==> src/rtl/serial_add_seq.sv <==
// ---------------------------------------------------------------------------
// serial_add_seq
//
// Bit-serial adder sequencer. A single 1-bit full-adder cell is reused for
// WIDTH clock cycles to add two WIDTH-bit operands, LSB first. The results
// are registered and change only when an addition completes.
//
// Handshake (valid/ready style): the block is ready when busy=0. A request
// is accepted on the rising edge where busy=0 and start=1; a, b and cin are
// captured on that edge. start while busy=1 is ignored (not queued). Exactly
// WIDTH+1 edges after accept, done pulses high for one cycle and sum/cout/ovf
// hold the new result from that cycle until the next completion or reset.
//
// Ports:
//   clk        in   clock, rising edge
//   reset      in   synchronous active-high reset
//   start      in   request an addition (sampled only when idle)
//   a, b       in   WIDTH-bit operands
//   cin        in   carry-in
//   busy       out  high while an addition is running or completing
//   done       out  single-cycle completion pulse
//   sum        out  registered WIDTH-bit result
//   cout       out  registered carry out of the MSB
//   ovf        out  registered two's-complement overflow
//   dbg_state  out  current FSM state (0=IDLE, 1=RUN, 2=DONE)
// ---------------------------------------------------------------------------

// 1-bit full-adder cell, owned exclusively by the sequencer below.
module serial_add_fa (
    input  logic i_a,
    input  logic i_b,
    input  logic i_c,
    output logic o_s,
    output logic o_co
);
    assign o_s  = i_a ^ i_b ^ i_c;
    assign o_co = (i_a & i_b) | (i_a & i_c) | (i_b & i_c);
endmodule

module serial_add_seq #(
    parameter int WIDTH = 8
) (
    input  logic             clk,
    input  logic             reset,
    input  logic             start,
    input  logic [WIDTH-1:0] a,
    input  logic [WIDTH-1:0] b,
    input  logic             cin,
    output logic             busy,
    output logic             done,
    output logic [WIDTH-1:0] sum,
    output logic             cout,
    output logic             ovf,
    output logic [1:0]       dbg_state
);
    localparam int CW = $clog2(WIDTH);
    localparam logic [CW-1:0] CNT_LAST    = CW'(WIDTH - 1);
    localparam logic [CW-1:0] CNT_MSB_M1  = CW'(WIDTH - 2);

    typedef enum logic [1:0] {
        S_IDLE = 2'd0,
        S_RUN  = 2'd1,
        S_DONE = 2'd2
    } state_t;

    state_t r_state;
    state_t w_next;

    logic [WIDTH-1:0] r_a;
    logic [WIDTH-1:0] r_b;
    logic [WIDTH-1:0] r_psum;
    logic             r_carry;
    logic [CW-1:0]    r_cnt;
    logic             r_c_msb_in;
    logic [WIDTH-1:0] r_sum;
    logic             r_cout;
    logic             r_ovf;

    logic             w_s;
    logic             w_co;
    logic             w_last;
    logic [WIDTH-1:0] w_psum_next;

    serial_add_fa u_fa (
        .i_a  (r_a[0]),
        .i_b  (r_b[0]),
        .i_c  (r_carry),
        .o_s  (w_s),
        .o_co (w_co)
    );

    assign w_last      = (r_cnt == CNT_LAST);
    // Right shift: the bit computed first ends up at index 0 after WIDTH shifts.
    assign w_psum_next = {w_s, r_psum[WIDTH-1:1]};

    // State register
    always_ff @(posedge clk) begin
        if (reset) begin
            r_state <= S_IDLE;
        end else begin
            r_state <= w_next;
        end
    end

    // Next-state logic
    always_comb begin
        w_next = r_state;
        case (r_state)
            S_IDLE:  if (start) w_next = S_RUN;
            S_RUN:   if (w_last) w_next = S_DONE;
            S_DONE:  w_next = S_IDLE;
            default: w_next = S_IDLE;
        endcase
    end

    // Datapath
    always_ff @(posedge clk) begin
        if (reset) begin
            r_a        <= '0;
            r_b        <= '0;
            r_psum     <= '0;
            r_carry    <= 1'b0;
            r_cnt      <= '0;
            r_c_msb_in <= 1'b0;
            r_sum      <= '0;
            r_cout     <= 1'b0;
            r_ovf      <= 1'b0;
        end else begin
            case (r_state)
                S_IDLE: begin
                    if (start) begin
                        r_a     <= a;
                        r_b     <= b;
                        r_carry <= cin;
                        r_cnt   <= '0;
                    end
                end
                S_RUN: begin
                    r_psum  <= w_psum_next;
                    r_a     <= r_a >> 1;
                    r_b     <= r_b >> 1;
                    r_carry <= w_co;
                    // The cell's carry out of bit WIDTH-2 is the carry into the MSB.
                    if (r_cnt == CNT_MSB_M1) begin
                        r_c_msb_in <= w_co;
                    end
                    if (w_last) begin
                        r_sum  <= w_psum_next;
                        r_cout <= w_co;
                        r_ovf  <= r_c_msb_in ^ w_co;
                    end else begin
                        r_cnt <= r_cnt + 1'b1;
                    end
                end
                default: ;
            endcase
        end
    end

    assign busy      = (r_state != S_IDLE);
    assign done      = (r_state == S_DONE);
    assign sum       = r_sum;
    assign cout      = r_cout;
    assign ovf       = r_ovf;
    assign dbg_state = r_state;

endmodule

==> config.mk <==
export PLATFORM = sky130hd
export DESIGN_NAME = serial_add_seq
export DESIGN_NICKNAME = d
export VERILOG_FILES = /design/src/rtl/serial_add_seq.sv
export SDC_FILE = /design/constraint.sdc
export NUM_CORES = 1
export LEC_CHECK = 0
export ABC_AREA = 1
export ABC_CLOCK_PERIOD_IN_PS = 1100
export CAP_MARGIN = 20
export CORE_UTILIZATION = 40
export CTS_BUF_LIST = sky130_fd_sc_hd__clkbuf_4
export DETAILED_ROUTE_END_ITERATION = 6
export PLACE_DENSITY_LB_ADDON = 0.2
export SLEW_MARGIN = 20
export SYNTH_ARGS = -nofsm -noshare
export SYNTH_HDL_FRONTEND = slang
export SYNTH_HIERARCHICAL = 1
export SYNTH_SLANG_ARGS = --single-unit
==> constraint.sdc <==
create_clock -name clk -period 1.1 [get_ports clk]
set_input_delay 0.11 -clock clk [delete_from_list [all_inputs] [get_ports clk]]
set_output_delay 0.11 -clock clk [all_outputs]
set_load 0.005 [all_outputs]
# Yosys cells after proc, flatten, opt, wreduce, memory -nomap -nowiden
# Cells that the tools add are included.
# word_totals
regBits,41
inputBits,20
out_inout_bits,14
wordCells,46
# op_classes
add_sub_neg,1
n_eq_ne,7
n_mux,12
n_bitwise,8
reduce_logical,8
# op_table
cell,n
one-hot mux 8 bit (2 select lines),2
two-way mux 8 bit,2
AND reduction 2 bit,4
"== test 3 bit, second input constant",2
two-way mux 3 bit,2
"!= test 2 bit, second input constant",3
one-hot mux 3 bit (2 select lines),1
two-way mux 2 bit,2
one-hot mux 2 bit (2 select lines),1
nonzero test 2 bit,2
"adder 3 x 1 -> 3 bit, second input constant",1
AND 1 bit,3
AND reduction 3 bit,1
bitwise XOR 1 bit,3
"== test 2 x 1 -> 1 bit, second input constant",1
"== test 2 bit, second input constant",1
zero test 2 bit,1
OR 1 bit,2
one-hot mux 1 bit (2 select lines),1
two-way mux 1 bit,1

# Depth between registers and ports, before layout
# depth
depth_word,4
mapped_depth,7
mapped_depth_nobuf,6

# By module
# Netlist, hierarchy kept.
# by_module_without_submodules
module,n_inst,cells_per_inst,area_per_inst_um2,seq_area_each_um2
serial_add_seq,1,235,1697.9,800.8
serial_add_fa,1,1,20.0,0.0

# Least setup slack after synthesis
# OpenSTA, ideal clock, no wires.
# synth_timing
kind,flip-flop to flip-flop
startpoint,register r_cnt[0]
endpoint,register r_ovf (netlist: ovf)
setup_ns,0.116
arrival_ns,1.100
required_time_ns,0.984
setup_slack_ns,-0.115
stages_incl_launch_ff,7
path_buffers,0
period_less_slack_ns,1.215
path_cell_list,dfxtp_1 > ha_1 > ha_1 > inv_1 > nor2_8 > o21ai_0 > nor2_1
# synth_via
elab_chain_cells,2
# synth_rtl
element,line,rtl
"start, declared",73,logic [CW-1:0] r_cnt;
"start signal, assigned",152,r_cnt <= r_cnt + 1'b1;
== test 3 bit,92,assign w_last = (r_cnt == CNT_LAST);
AND reduction 2 bit (no line),n/a,
"end signal, assigned",150,r_ovf <= r_c_msb_in ^ w_co;
"end, declared",77,logic r_ovf;
# No other way between the ends.
# A chain may end at the register's enable or synchronous reset.

# Final worst setup path
# layout_timing
startpoint,register r_state[0] (netlist: dbg_state[0])
endpoint,register r_ovf (netlist: ovf)
# layout_via
elab_chain_cells,2
# layout_rtl
element,line,rtl
"start, declared",66,state_t r_state;
"start signal, assigned",101,r_state <= w_next;
== test 2 x 1 -> 1 bit,129,case (r_state)
AND reduction 2 bit (no line),n/a,
# No other way between the ends.

==> metrics.yaml <==
drt-wirelength-per-cell_um: 11.8
post_synth.cell_area_avg_um2: 7.28
yosysWarnings: 6
final.period_utilization_pct: 113
maxSlewHeadroom_pct: 84.9
async_flop_share_pct: 0
clock_tree.buffer_depth: 2
detail-route-antenna-nets: 0
grt.total_usage_pct: 18.7
synth_fa_ha_area_share_pct: 3.35
ys_seq_area_share_pct: 46.6
skew_ps: 13.5
synth_cells: 236
grt_setup_unrepaired: "true"
timing.critical_path.max_delay_family: "simple AND/OR/NAND/NOR gates"
synth_area_um2: 1720
clk_pin_slew_worst_paths_ps: 120
effective_utilization_at_floorplan_pct: 42.3
critPathSlowestCell: "sky130_fd_sc_hd__dfxtp_4"
detailedRoute.firstPassIterationCount: 4
synth.area.top_cells: "sky130_fd_sc_hd__dfxtp_1 47%, sky130_fd_sc_hd__nor2_1 12%, sky130_fd_sc_hd__nand2_1 12%, sky130_fd_sc_hd__o21ai_0 7.6%, sky130_fd_sc_hd__o21ai_1 2.6%"
power_density_normalized_to_cell_area_nw_per_um2: 1120
final_cell_count_without_fillers: 344
final_util_pct: 63.9
yosysTopAreaCellShare_pct: 46.6
core_um2: 4060
first_pass_grt_wire_length_um: 6300
path_cells: "buf_6, buf_6, inv_4, nor2_4, nand2_2, buf_12, nor2_2, nor2_1"
layout_min_cycle_time_ps: 1240
io_buffer_count: 33
setup_violators_final: 33
syn2layout_area_growth_pct: 50.9
synth.mux.area_fraction_pct: 0
clock_tree_from_tritoncts: "yes"
synth.top_cells.by_count: "54 x sky130_fd_sc_hd__nor2_1, 53 x sky130_fd_sc_hd__nand2_1, 40 x sky130_fd_sc_hd__dfxtp_1"
combinational_family_with_the_most_area_after_synthesis: "simple AND/OR/NAND/NOR gates"
worst-endpoint-required_ps: 1350
grt_start_max_net_pins: 36
synth.lib_cells_used.distinct: 21
pin_count: 34
antenna_found_initial: 0
worstHoldPathType: "in -> reg"
place.detailed.instances: 324
post-route-cell-area_um2: 2590
cp.buffers_inverters: 4
post_synthesis_compound_gate_area_fraction_pct: 13.0
maxSlewViolCount: 0
critPathLaunchType: "flip-flop"
die-height_um: 67.5
gp_congestion: 0.821
grt_pass1_vias: 1445
placedInstanceArea_um2: 2220
worst_skew_pair.late_latency_ps: 350
rows: 23
synthSimpleGateAreaFrac_pct: 29.4
cp_max_fo: 10
cts_made_buffers: 5
cpPeakStageDelay_ps: 380
cts_hold_buffers: 0
layout-drive-gt1-share_pct: 33.0
count_of_flip_flops_with_a_built_in_enable_after_synthesis: 0
synthDominantAreaCellType: "sky130_fd_sc_hd__dfxtp_1"
first_iter_violations: 58
synth_nets: 260
dp_hpwl_um: 2450
final_hold_viol_count: 0
worst_slack_ps: -143
drt-total-wl_um: 4080
maxClockFrequency_mhz: 804
p_total_mw: 2.90
endpoint_kind: "flip-flop"
htree_levels: 2
ir_drop_mv: 0.730
crit_type: "reg -> reg"
run_status: "finished, violations left"
synth-seq-cells: 40
route.detailed.drc: 0
horiz_die_dim_um: 67.5
yosys.cell_count.top_type: "sky130_fd_sc_hd__nor2_1"
worst_path_most_repeated_cell: "sky130_fd_sc_hd__buf_6"
num-nets-final: 317
via_count: 1658
antennaDiodeCount: 0
cap_violations: 0
power.leakage_nw: 1.20
timing.critical_path.arrival_ps: 1500
library_cell_used_as_clock_root_buffer: "sky130_fd_sc_hd__clkbuf_4"
failing_checks: "negative setup slack"
design.die.area_um2: 4560
synth_xor_area_share_pct: 0.510
tightestPinTransition_ps: 225
hold_ws_ps: 322
count_of_clock_tree_sinks: 40
gr-total-overflow: 0
most_frequently_used_flop_master_after_synthesis: "sky130_fd_sc_hd__dfxtp_1"
via_per_inst: 4.82
==> cell families after synthesis <==
group | Yosys count
and+or+nand+nor | 123
AOI/OAI and AO/OA | 44
DFF | 40
buffers and inverters | 24
adders and majority gates | 4
xor gates and xnor gates | 1
==> cells in the final DEF, fill, tap and decap left out, drive strengths merged <==
master          n
nor2           58
clkinv          1
dlygate4sd2    10
nand3           7
o21ai          36
dfxtp          40
clkbuf          7
ha              3
nand2          57
xor2            1
clkinvlp        1
fa              1
buf            31
a21oi           8
nor3            1
clkdlybuf4s50  19
inv            13
==> final timing paths <==
check          startpoint     end  slack (ps)  cells after the start
min reg2reg        sum[1]  sum[1]         470                      2
max          dbg_state[0]     ovf        -140                      8
max reg2reg  dbg_state[0]     ovf        -140                      8
min                  a[7]  r_a[7]         320                      3
==> repair_timing <==
action | 4_1_cts | 5_1_grt
resized for setup | 71 | 34
pin swaps | 5 | 25
endpoints found under the setup margin | 47 | 40
cloned | 2 | 1
setup buffers | 4 | 5
==> through the flow <==
stage          TNS [ps]  setup slack [ps]
2_1_floorplan      -121             -16.4
3_3_place_gp      -2770              -128
3_5_place_dp      -3180              -165
4_1_cts           -3160              -164
5_1_grt           -5430              -210
6_report          -2900              -143
==> cell type report <==
cell class / count / area (um2)
multi-input combinational: 172 / 958
timing repair buffer: 61 / 629
clock buffer: 6 / 45.0
fill: 351 / 1470
inverter: 13 / 61.3
clock inverter: 2 / 11.3
sequential: 40 / 825
tap: 50 / 62.6
==> flip-flops by register name, indices dropped and copies added, names as in the netlist <==
signal	flops
r_psum	7
ovf	1
r_carry	1
r_cnt	3
dbg_state	2
r_b	8
r_c_msb_in	1
r_a	8
cout	1
sum	8
==> report_power, final <==
| part | switching [mW] | internal (mW) | total (mW) |
|---|---|---|---|
| combinational | 0.278 | 0.300 | 0.578 |
| sequential | 0.0516 | 1.53 | 1.58 |
| clock | 0.474 | 0.268 | 0.742 |
==> worst register-to-register path: cells and delay by family (launching register included) <==
kind,cells,cell delay [ps]
flops,1,380
simple gates,4,410
buf+inv,4,380
==> per-layer routing <==
layer,track usage (%),vias up,part of all wire [%]
li1,-,859,-
met1,21.9,756,45
met2,32.5,32,49
met3,4.05,11,3.7
met4,7.98,0,2.5
met5,0,-,0
Note: power is estimated with default switching activity, not from simulation.
